--- src/rtl/gpt_pkg.sv ---
// Shared types and mode encodings for the general-purpose timer sequencer.
// Slave-mode (SMS) and master-mode (MMS) select values match the CR2/SMCR field encodings.
package gpt_pkg;

  typedef enum logic [1:0] {
    S_IDLE,
    S_ARMED,
    S_RUN,
    S_HALT
  } seq_state_t;

  localparam logic [2:0] SMS_INT   = 3'b000;
  localparam logic [2:0] SMS_ENC1  = 3'b001;
  localparam logic [2:0] SMS_ENC2  = 3'b010;
  localparam logic [2:0] SMS_RESET = 3'b100;
  localparam logic [2:0] SMS_GATED = 3'b101;
  localparam logic [2:0] SMS_TRIG  = 3'b110;
  localparam logic [2:0] SMS_EXT   = 3'b111;

  localparam logic [2:0] MMS_RESET    = 3'b000;
  localparam logic [2:0] MMS_ENABLE   = 3'b001;
  localparam logic [2:0] MMS_UPDATE   = 3'b010;
  localparam logic [2:0] MMS_CMPPULSE = 3'b011;
  localparam logic [2:0] MMS_OC1      = 3'b100;
  localparam logic [2:0] MMS_OC2      = 3'b101;
  localparam logic [2:0] MMS_OC3      = 3'b110;
  localparam logic [2:0] MMS_OC4      = 3'b111;

endpackage

--- src/rtl/sync_edge_detector.sv ---
// Synchronises an asynchronous level into clk_i and reports its registered rise/fall edges.
// level_o is the synchronised level; rise_o/fall_o lag level_o by one cycle.
module sync_edge_detector #(
  parameter int SYNC_STAGES = 2
) (
  input  logic clk_i,
  input  logic areset_i,
  input  logic a_i,
  output logic level_o,
  output logic rise_o,
  output logic fall_o
);

  logic [SYNC_STAGES-1:0] r_sync;
  logic                   r_trg_q;
  logic                   r_rise;
  logic                   r_fall;

  always_ff @(posedge clk_i or posedge areset_i) begin
    if (areset_i) begin
      r_sync  <= '0;
      r_trg_q <= 1'b0;
      r_rise  <= 1'b0;
      r_fall  <= 1'b0;
    end else begin
      r_sync  <= {r_sync[SYNC_STAGES-2:0], a_i};
      r_trg_q <= r_sync[SYNC_STAGES-1];
      r_rise  <= r_sync[SYNC_STAGES-1] & ~r_trg_q;
      r_fall  <= ~r_sync[SYNC_STAGES-1] & r_trg_q;
    end
  end

  assign level_o = r_sync[SYNC_STAGES-1];
  assign rise_o  = r_rise;
  assign fall_o  = r_fall;

endmodule

--- src/rtl/timer_mode_sequencer.sv ---
// Slave/master mode sequencer for the timer counter: run/arm/halt FSM, update and reset pulses, TRGO.
// All outputs are registered; a trigger edge reaches the outputs SYNC_STAGES+1 cycles after first sampling.
module timer_mode_sequencer
  import gpt_pkg::*;
#(
  parameter int SYNC_STAGES = 2
) (
  input  logic       clk_i,
  input  logic       areset_i,
  input  logic       cen_i,
  input  logic       opm_i,
  input  logic [2:0] sms_i,
  input  logic [2:0] mms_i,
  input  logic       trgi_i,
  input  logic       ug_i,
  input  logic       cnt_ovf_i,
  input  logic       cc1_match_i,
  input  logic [3:0] ocref_i,
  output logic       cnt_en_o,
  output logic       cnt_reset_o,
  output logic       uev_o,
  output logic       tif_o,
  output logic       cen_clr_o,
  output logic       trgo_o
);

  seq_state_t r_state;
  logic       r_cnt_en;
  logic       r_cnt_reset;
  logic       r_uev;
  logic       r_tif;
  logic       r_cen_clr;
  logic       r_trgo;
  logic       r_cc1_q;

  logic w_trg_s;
  logic w_rise;
  logic w_fall;
  logic w_is_trig;
  logic w_gate_ok;
  logic w_rst_rise;
  logic w_uev_src;
  logic w_mode_tif;
  logic w_trgo_src;

  sync_edge_detector #(
    .SYNC_STAGES(SYNC_STAGES)
  ) u_trg_sync (
    .clk_i   (clk_i),
    .areset_i(areset_i),
    .a_i     (trgi_i),
    .level_o (w_trg_s),
    .rise_o  (w_rise),
    .fall_o  (w_fall)
  );

  assign w_is_trig  = (sms_i == SMS_TRIG);
  assign w_gate_ok  = (sms_i != SMS_GATED) | w_trg_s;
  assign w_rst_rise = (sms_i == SMS_RESET) & w_rise;
  assign w_uev_src  = ug_i | cnt_ovf_i | w_rst_rise;
  assign w_mode_tif = ((sms_i == SMS_GATED) & (w_rise | w_fall)) | w_rst_rise;

  // OC1..OC4 selections map directly onto the low two MMS bits
  always_comb begin
    w_trgo_src = 1'b0;
    case (mms_i)
      MMS_RESET:    w_trgo_src = ug_i;
      MMS_ENABLE:   w_trgo_src = r_cnt_en;
      MMS_UPDATE:   w_trgo_src = w_uev_src;
      MMS_CMPPULSE: w_trgo_src = cc1_match_i & ~r_cc1_q;
      default:      w_trgo_src = ocref_i[mms_i[1:0]];
    endcase
  end

  always_ff @(posedge clk_i or posedge areset_i) begin
    if (areset_i) begin
      r_state     <= S_IDLE;
      r_cnt_en    <= 1'b0;
      r_cnt_reset <= 1'b0;
      r_uev       <= 1'b0;
      r_tif       <= 1'b0;
      r_cen_clr   <= 1'b0;
      r_trgo      <= 1'b0;
      r_cc1_q     <= 1'b0;
    end else begin
      r_cnt_reset <= ug_i | w_rst_rise;
      r_uev       <= w_uev_src;
      r_tif       <= w_mode_tif;
      r_cen_clr   <= 1'b0;
      r_cnt_en    <= 1'b0;
      r_trgo      <= w_trgo_src;
      r_cc1_q     <= cc1_match_i;
      // cnt_en follows the state being entered so it moves with the transition
      case (r_state)
        S_IDLE: begin
          if (w_is_trig) begin
            r_state <= S_ARMED;
          end else if (cen_i) begin
            r_state  <= S_RUN;
            r_cnt_en <= w_gate_ok;
          end
        end
        S_ARMED: begin
          if (w_rise) begin
            r_state  <= S_RUN;
            r_tif    <= 1'b1;
            r_cnt_en <= w_gate_ok;
          end else if (!w_is_trig) begin
            r_state <= S_IDLE;
          end
        end
        S_RUN: begin
          if (opm_i && cnt_ovf_i) begin
            r_state   <= S_HALT;
            r_cen_clr <= 1'b1;
          end else if (!w_is_trig && !cen_i) begin
            r_state <= S_IDLE;
          end else begin
            r_cnt_en <= w_gate_ok;
          end
        end
        S_HALT: begin
          if (w_is_trig && w_rise) begin
            r_state  <= S_RUN;
            r_tif    <= 1'b1;
            r_cnt_en <= w_gate_ok;
          end else if (!w_is_trig && !cen_i) begin
            r_state <= S_IDLE;
          end
        end
        default: r_state <= S_IDLE;
      endcase
    end
  end

  assign cnt_en_o    = r_cnt_en;
  assign cnt_reset_o = r_cnt_reset;
  assign uev_o       = r_uev;
  assign tif_o       = r_tif;
  assign cen_clr_o   = r_cen_clr;
  assign trgo_o      = r_trgo;

endmodule

--- config.mk ---
export PLATFORM = sky130hd
export DESIGN_NAME = timer_mode_sequencer
export DESIGN_NICKNAME = d
export VERILOG_FILES = /design/src/rtl/gpt_pkg.sv /design/src/rtl/sync_edge_detector.sv /design/src/rtl/timer_mode_sequencer.sv
export SDC_FILE = /design/constraint.sdc
export NUM_CORES = 1
export LEC_CHECK = 0
export ABC_AREA = 1
export BUFFER_PORTS_ARGS = -buffer_cell sky130_fd_sc_hd__buf_2
export CELL_PAD_IN_SITES_DETAIL_PLACEMENT = 1
export CELL_PAD_IN_SITES_GLOBAL_PLACEMENT = 1
export CORE_UTILIZATION = 33
export CTS_CLUSTER_SIZE = 30
export DETAILED_ROUTE_END_ITERATION = 6
export GPL_TIMING_DRIVEN = 0
export PLACE_DENSITY_LB_ADDON = 0.1
export RECOVER_POWER = 50
export SETUP_SLACK_MARGIN = 0.4
export SKIP_CTS_REPAIR_TIMING = 1
export SLEW_MARGIN = 5
export SYNTH_ARGS = -nofsm -noshare
export SYNTH_HDL_FRONTEND = slang
export SYNTH_SLANG_ARGS = --single-unit
--- constraint.sdc ---
create_clock -name clk_i -period 1.17 [get_ports clk_i]
set_input_delay 0.0585 -clock clk_i [delete_from_list [all_inputs] [get_ports clk_i]]
set_output_delay 0.0585 -clock clk_i [all_outputs]
set_load 0.02 [all_outputs]
==> out/results.md, run 1 <==
| Result | This run | Unit |
|:---|:---|:---|
| Outcome | finished, violations left | - |
| Violations in the final reports | negative hold slack | - |
| Depth of the worst register-to-register path | 7 | - |
| Ports placed on the boundary | 24 | - |
| Main area contributors after synthesis | dfrtp_1, nand2_1, inv_1 | - |
| DIE HEIGHT | 48.3 | um |
| Clock input transition at the sequential cells of the worst setup and hold paths | 0.09 | ns |
| RSZ-0062 raised after global routing | yes | - |
| Reg2Reg Launch Point | r_state[0]$_DFFE_PP0P_ | - |
| Wire length per cell | 11.1 | um |
| Total stage count of the critical path | 7 | - |
| Max Slew Vio Count | 0 | - |
| Deepest clock path buffer count | 2 | - |
| Crit path buffers/inverters | 2 | - |
| HPWL after detailed placement | 1.26 | mm |
| CP Data Arrival Time | 1.23 | ns |
| Count of endpoints failing hold in the final timing report | 14 | - |
| Cells along the critical path | inv_2 > nand2_4 > nor2_4 > nor2_1 > nand2_1 > inv_2 > nor2_2 | - |
| Area enclosed by the die boundary | 0.00233 | mm^2 |
| Htree depth | 1 | - |
| Clock Skew | 0.00767 | ns |
| Syn Std Cell Area | 707 | um^2 |
| CTS tree | yes | - |
| Via count normalized by instance count | 4.54 | - |
| Post-Layout Inst Area | 986 | um^2 |
| Number of nets with antenna violations after routing | 0 | - |
| Total wire length | 1.68 | mm |
| P_leak | 0.534 | nW |
| Remaining global-route overflow | 0 | - |
| GRT Total Usage | 16.0 | % |
| Initial cell density of the core | 35.7 | % |
| Clock sink count | 14 | - |
| Max-capacitance violation count | 0 | - |
| CTS Buf Count | 3 | - |
| Reg2reg end | r_state[1]$_DFFE_PP0P_ | - |
| Hold/Removal Path Class | input pin to async pin | - |
| Synth area leader | dfrtp_1 | - |
| Number of DRC markers in iteration 0 | 7 | - |
| Mean instance size in the synthesized netlist | 7.60 | um^2 |
| Cell chosen for the clock root | clkbuf_4 | - |
| Synth Net Count | 111 | - |
| Width of the die | 48.3 | um |
| Measured slew at the worst slew-check pin | 0.548 | ns |
| Floorplan core area | 0.00198 | mm^2 |
| Max Fclk | 980 | MHz |
| IO buf count | 23 | - |
| Initial antenna violation count | 0 | - |
| Relative slew slack | 63.4 | % |
| Placement row count | 16 | - |
| Number of flip-flops and latches in the synthesized netlist | 14 | - |
| Final setup vio count | 0 | - |
| Share of synthesized area occupied by flip-flops and latches | 49.6 | % |
| Delay of the slowest cell on the worst path | 0.46 | ns |
| Required time worst endpoint | 1.38 | ns |
| Final total negative setup slack | 0 | ns |
| Fin crit share | 87.2 | % |
| Minimum clock period | 1.02 | ns |
| Vias | 685 | - |
| Vias in the first global route | 614 | - |
| Layout-stage area growth over the synthesis result | 39.5 | % |
| Ratio of cells with drive above 1 in the final layout | 39.5 | % |
| Library cells used by synthesis | 16 | - |
| Crit end category | flop | - |
| Diodes inserted | 0 | - |
| DRC violations left | 0 | - |
| Cells after synthesis | 93 | - |
| Critical path's slowest cell | dfrtp_2 | - |
| Top library cells by usage in the layout, fill and taps aside | nand2_1, buf_2, inv_1 | - |
| Worst skew pair latency | 0.27 | ns |
| Cell with the most instances on the worst path | inv_2 | - |
| Start-to-end type of the worst setup path | flop to flop | - |
| Global-route wire length before repair | 2.48 | mm |
| Crit Path Max Fanout | 5 | - |
| Synthesis Warnings | 0 | - |
| Final estimated routing congestion in global placement | 0.841 | - |
| Launching element type of the critical path | flop | - |
| Worst path top cell family by delay | flip-flops | - |
| Minimum hold slack | -0.187 | ns |
| Commonest non-fill, non-tap cell in the layout | nand2_1 | - |
| Largest net degree at the start of global routing | 15 | - |
| Fraction of post-synthesis cell area in the top cell type by area | 49.6 | % |
| Cell Pwr Density | 1490 | mW/mm^2 |
| Flop-to-flop setup slack | 0.15 | ns |
| Layout net count | 143 | - |
| Max IR drop VDD | 0.748 | mV |
| Area after DPL | 865 | um^2 |
| Number of detailed-route iterations in the first pass | 3 | - |
## worst register-to-register path, stage by stage, from the launching register on
cell	delay [ns]
dfrtp_2	0.46
inv_2	0.10
nand2_4	0.06
nor2_4	0.10
nor2_1	0.06
nand2_1	0.08
inv_2	0.04
nor2_2	0.06
## area by class of cell
class                   count  area (um^2)
repair buffers             27          191
flip-flops and latches     14          354
well taps                  27         33.8
multi-input cells          60          309
inverters                  19         71.3
clock buffers               4         26.3
fillers                   257          996
## routing by layer
metal / up-vias / track usage, % / share of wire (%)
met4: 0 / 5.00 / 0
met2: 20 / 27.7 / 51
met1: 321 / 19.8 / 45
met5: - / 0 / 0
met3: 0 / 3.33 / 4.2
li1: 344 / - / -
## registers in the layout, summed over array words and instances, names as in the netlist
name / count
r_state: 2
trgo_o: 1
u_trg_sync.r_trg_q: 1
cnt_en_o: 1
u_trg_sync.rise_o: 1
cnt_reset_o: 1
cen_clr_o: 1
tif_o: 1
u_trg_sync.r_sync: 2
u_trg_sync.fall_o: 1
uev_o: 1
r_cc1_q: 1
## cells in the mapped netlist (all sizes together)
cell type,n
nand2,25
inv,18
nor2,16
dfrtp,14
nand3,11
a21oi,3
nand3b,2
clkinv,1
nand4,1
nor3,1
o211ai,1
## power by group
part	internal (mW)	total [mW]	leakage (nW)	switching, mW
sequential	0.568	0.674	0.167	0.106
combinational	0.227	0.517	0.353	0.289
clock	0.132	0.283	0.0150	0.151
## stage by stage
stage / setup WS (ns) / std cells / hold WS (ns) / total power [mW] / util (%)
floorplan: 0.262 / 93 / -0.0523 / 0.957 / -
global placement: 0.169 / 143 / 0.136 / 1.09 / 43.6
detailed placement: 0.146 / 143 / 0.130 / 1.10 / 43.6
CTS: 0.126 / 147 / -0.177 / 1.40 / 44.9
global route: 0.0645 / 151 / -0.146 / 1.59 / 49.7
finish: 0.149 / 151 / -0.187 / 1.47 / 49.7
## how the worst max path moves through the flow
stage                                 from                      to  slack [ns]
3_5_place_dp        r_state[0]$_DFFE_PP0P_  r_state[1]$_DFFE_PP0P_        0.15
4_1_cts             r_state[0]$_DFFE_PP0P_  r_state[1]$_DFFE_PP0P_        0.13
2_1_floorplan       r_state[0]$_DFFE_PP0P_  r_state[1]$_DFFE_PP0P_        0.26
6_report            r_state[0]$_DFFE_PP0P_  r_state[1]$_DFFE_PP0P_        0.15
3_3_place_gp        r_state[0]$_DFFE_PP0P_  r_state[1]$_DFFE_PP0P_        0.17
5_1_grt        u_trg_sync.rise_o$_DFF_PP0_        trgo_o$_DFF_PP0_        0.06
## kinds of logic after synthesis
| family | share of synthesized area (%) |
|---|---|
| simple gates | 37.2 |
| compound gates | 3.19 |
| flops | 49.6 |
| buf+inv | 10.1 |
No activity file was read; power rests on OpenSTA's default activity.
==> run 2: changes to the inputs <==
--- a/config.mk
+++ b/config.mk
@@ -9,6 +9,7 @@
 export BUFFER_PORTS_ARGS = -buffer_cell sky130_fd_sc_hd__buf_2
 export CELL_PAD_IN_SITES_DETAIL_PLACEMENT = 1
 export CELL_PAD_IN_SITES_GLOBAL_PLACEMENT = 1
+export CORE_ASPECT_RATIO = 0.75
 export CORE_UTILIZATION = 33
 export CTS_CLUSTER_SIZE = 30
 export DETAILED_ROUTE_END_ITERATION = 6
==> out/results.md, run 2 (synthesis gave the netlist of run 1 again) <==
| Result | This run | Unit | Change |
|:---|:---|:---|:---|
| Minimum hold slack | -0.188 | ns | was -0.187 ns |
| Cell chosen for the clock root | clkbuf_4 | - | unchanged |
| Minimum clock period | 1.04 | ns | was 1.02 ns |
| P_leak | 0.529 | nW | was 0.534 nW |
| Total instance count after detailed placement | 140 | - | was 143 |
| Crit Path Max Fanout | 5 | - | unchanged |
| Max IR drop VDD | 1.01 | mV | was 0.748 mV |
| Wire length per cell | 10.7 | um | was 11.1 um |
| HPWL after detailed placement | 1.28 | mm | was 1.26 mm |
| Placement row count | 14 | - | was 16 |
| Clock input transition at the sequential cells of the worst setup and hold paths | 0.08 | ns | was 0.09 ns |
| Pre-CTS setup slack | 0.135 | ns | was 0.146 ns |
| Largest net degree at the start of global routing | 15 | - | unchanged |
| Layout-stage area growth over the synthesis result | 36.6 | % | was 39.5% |
| Count of endpoints failing hold in the final timing report | 14 | - | unchanged |
| Relative slew slack | 64.4 | % | was 63.4% |
| Final setup vio count | 0 | - | unchanged |
| Layout Cells excl Fill | 146 | - | was 151 |
| Sequential share of power | 44.7 | % | was 45.8% |
| DIE HEIGHT | 42.1 | um | was 48.3 um |
| Final total negative setup slack | 0 | ns | unchanged |
| DRC violations left | 0 | - | unchanged |
| Ratio of cells with drive above 1 in the final layout | 36.1 | % | was 39.5% |
| Fill cell total of the finished layout | 255 | - | was 257 |
| Start-to-end type of the worst setup path | flop to flop | - | unchanged |
| Switching portion of total power | 34.8 | % | was 37.1% |
| Crit end category | flop | - | unchanged |
| Top library cells by usage in the layout, fill and taps aside | nand2_1, buf_2, inv_1 | - | unchanged |
| Number of DRC markers in iteration 0 | 10 | - | was 7 |
| Outcome | finished, violations left | - | unchanged |
| Vias in the first global route | 626 | - | was 614 |
| IO buf count | 23 | - | unchanged |
| NetSw | 518 | uW | was 546 uW |
| Hold/Removal Path Class | input pin to async pin | - | unchanged |
| Clock Skew | 0.00493 | ns | was 0.00767 ns |
| Launching element type of the critical path | flop | - | unchanged |
| Width of the die | 55.4 | um | was 48.3 um |
| Via count normalized by instance count | 4.59 | - | was 4.54 |
| Vias | 670 | - | was 685 |
| Max Fclk | 962 | MHz | was 980 MHz |
| Area after DPL | 861 | um^2 | was 865 um^2 |
| Clock sink count | 14 | - | unchanged |
| Final setup slack of the worst path | 0.130 | ns | was 0.149 ns |
| Violations in the final reports | negative hold slack | - | unchanged |
| Measured slew at the worst slew-check pin | 0.533 | ns | was 0.548 ns |
| Fin crit share | 88.9 | % | was 87.2% |
| Floorplan core area | 0.00201 | mm^2 | was 0.00198 mm^2 |
| Layout net count | 141 | - | was 143 |
| CTS Buf Count | 3 | - | unchanged |
| Max-capacitance violation count | 0 | - | unchanged |
| Total wire length | 1.56 | mm | was 1.68 mm |
| Combinational fraction of design power | 32.6 | % | was 35.1% |
| GRT Total Usage | 15.5 | % | was 16.0% |
| Diodes inserted | 0 | - | unchanged |
| RSZ-0062 raised after global routing | yes | - | unchanged |
| Area taken by flip-flops and latches | 354 | um^2 | unchanged |
| Worst skew pair latency | 0.28 | ns | was 0.27 ns |
| Commonest non-fill, non-tap cell in the layout | nand2_1 | - | unchanged |
| Final estimated routing congestion in global placement | 0.860 | - | was 0.841 |
| CP Data Arrival Time | 1.21 | ns | was 1.23 ns |
| Cell Pwr Density | 1540 | mW/mm^2 | was 1490 mW/mm^2 |
| Area enclosed by the die boundary | 0.00233 | mm^2 | about the same |
| Deepest clock path buffer count | 2 | - | unchanged |
| Max Slew Vio Count | 0 | - | unchanged |
| Multi-input logic area | 302 | um^2 | was 309 um^2 |
| Initial antenna violation count | 0 | - | unchanged |
| Global-route wire length before repair | 2.72 | mm | was 2.48 mm |
| Required time worst endpoint | 1.34 | ns | was 1.38 ns |
| Number of nets with antenna violations after routing | 0 | - | unchanged |
| Number of detailed-route iterations in the first pass | 4 | - | was 3 |
| Power share of the clock group | 22.7 | % | was 19.2% |
| Htree depth | 1 | - | unchanged |
| Initial cell density of the core | 35.1 | % | was 35.7% |
| Largest registers ranked by flip-flop count | r_state (2), u_trg_sync.r_sync (2) | - | unchanged |
| Ports placed on the boundary | 24 | - | unchanged |
| Remaining global-route overflow | 0 | - | unchanged |
| Internal power contribution | 972 | uW | was 927 uW |
| Post-Layout Inst Area | 966 | um^2 | was 986 um^2 |
| CTS tree | yes | - | unchanged |
## run 2: changes by cell type in the layout (fill, tap and decap cells not counted), sizes merged
| cell | previous run | this run |
|---|---|---|
| buf | 25 | 23 |
## run 2: final timing paths
| path | start | to | slack [ns] | cells past startpoint |
|---|---|---|---|---|
| min in group clk_i | cnt_ovf_i | uev_o$_DFF_PP0_ | 0.01 | 3 |
| worst min-delay path | areset_i | uev_o$_DFF_PP0_ | -0.19 | 2 |
| worst max-delay path | r_state[0]$_DFFE_PP0P_ | r_state[1]$_DFFE_PP0P_ | 0.13 | 4 |
| worst min register to register | u_trg_sync.r_sync[0]$_DFF_PP0_ | u_trg_sync.r_sync[1]$_DFF_PP0_ | 0.37 | 0 |
| max in group asynchronous | areset_i | r_state[1]$_DFFE_PP0P_ | 0.97 | 2 |
| worst max register to register | r_state[0]$_DFFE_PP0P_ | r_state[1]$_DFFE_PP0P_ | 0.13 | 4 |
## run 2: final cells by class
type	count	area share, %
Sequential cell	14	36.7
Multi-Input combinational cell	60	31.2
Timing Repair Buffer	25	17.9
Inverter	19	7.38
Clock buffer	4	3.76
Tap cell	24	3.11
## run 2: per-layer routing
layer,track usage [%],share of wire [%],vias up
li1,-,-,343
met1,19.8,49,309
met2,23.9,46,16
met3,6.79,4.6,2
met4,4.50,0.58,0
met5,0,0,-
## run 2: power by group through the flow
| stage | logic (mW) | registers, mW | clock network (mW) |
|---|---|---|---|
| 2_1_floorplan | 0.268 | 0.689 | 0 |
| 3_3_place_gp | 0.431 | 0.660 | 0 |
| 3_5_place_dp | 0.440 | 0.663 | 0 |
| 4_1_cts | 0.441 | 0.653 | 0.355 |
| 5_1_grt | 0.556 | 0.679 | 0.375 |
| 6_report | 0.486 | 0.666 | 0.338 |
## run 2: worst max-delay path: stages, from the launching register on
cell and delay, ns:
dfrtp_2 0.46, nor2_2 0.21, nand3_1 0.10, nand3_1 0.12, nor2_2 0.05
## run 2: stage by stage
stage | power (mW) | utilization (%)
6_report | 1.49 | 48.0
5_1_grt | 1.61 | 48.0
4_1_cts | 1.45 | 44.5
3_5_place_dp | 1.10 | 42.7
3_3_place_gp | 1.09 | 42.7
2_1_floorplan | 0.957 | -
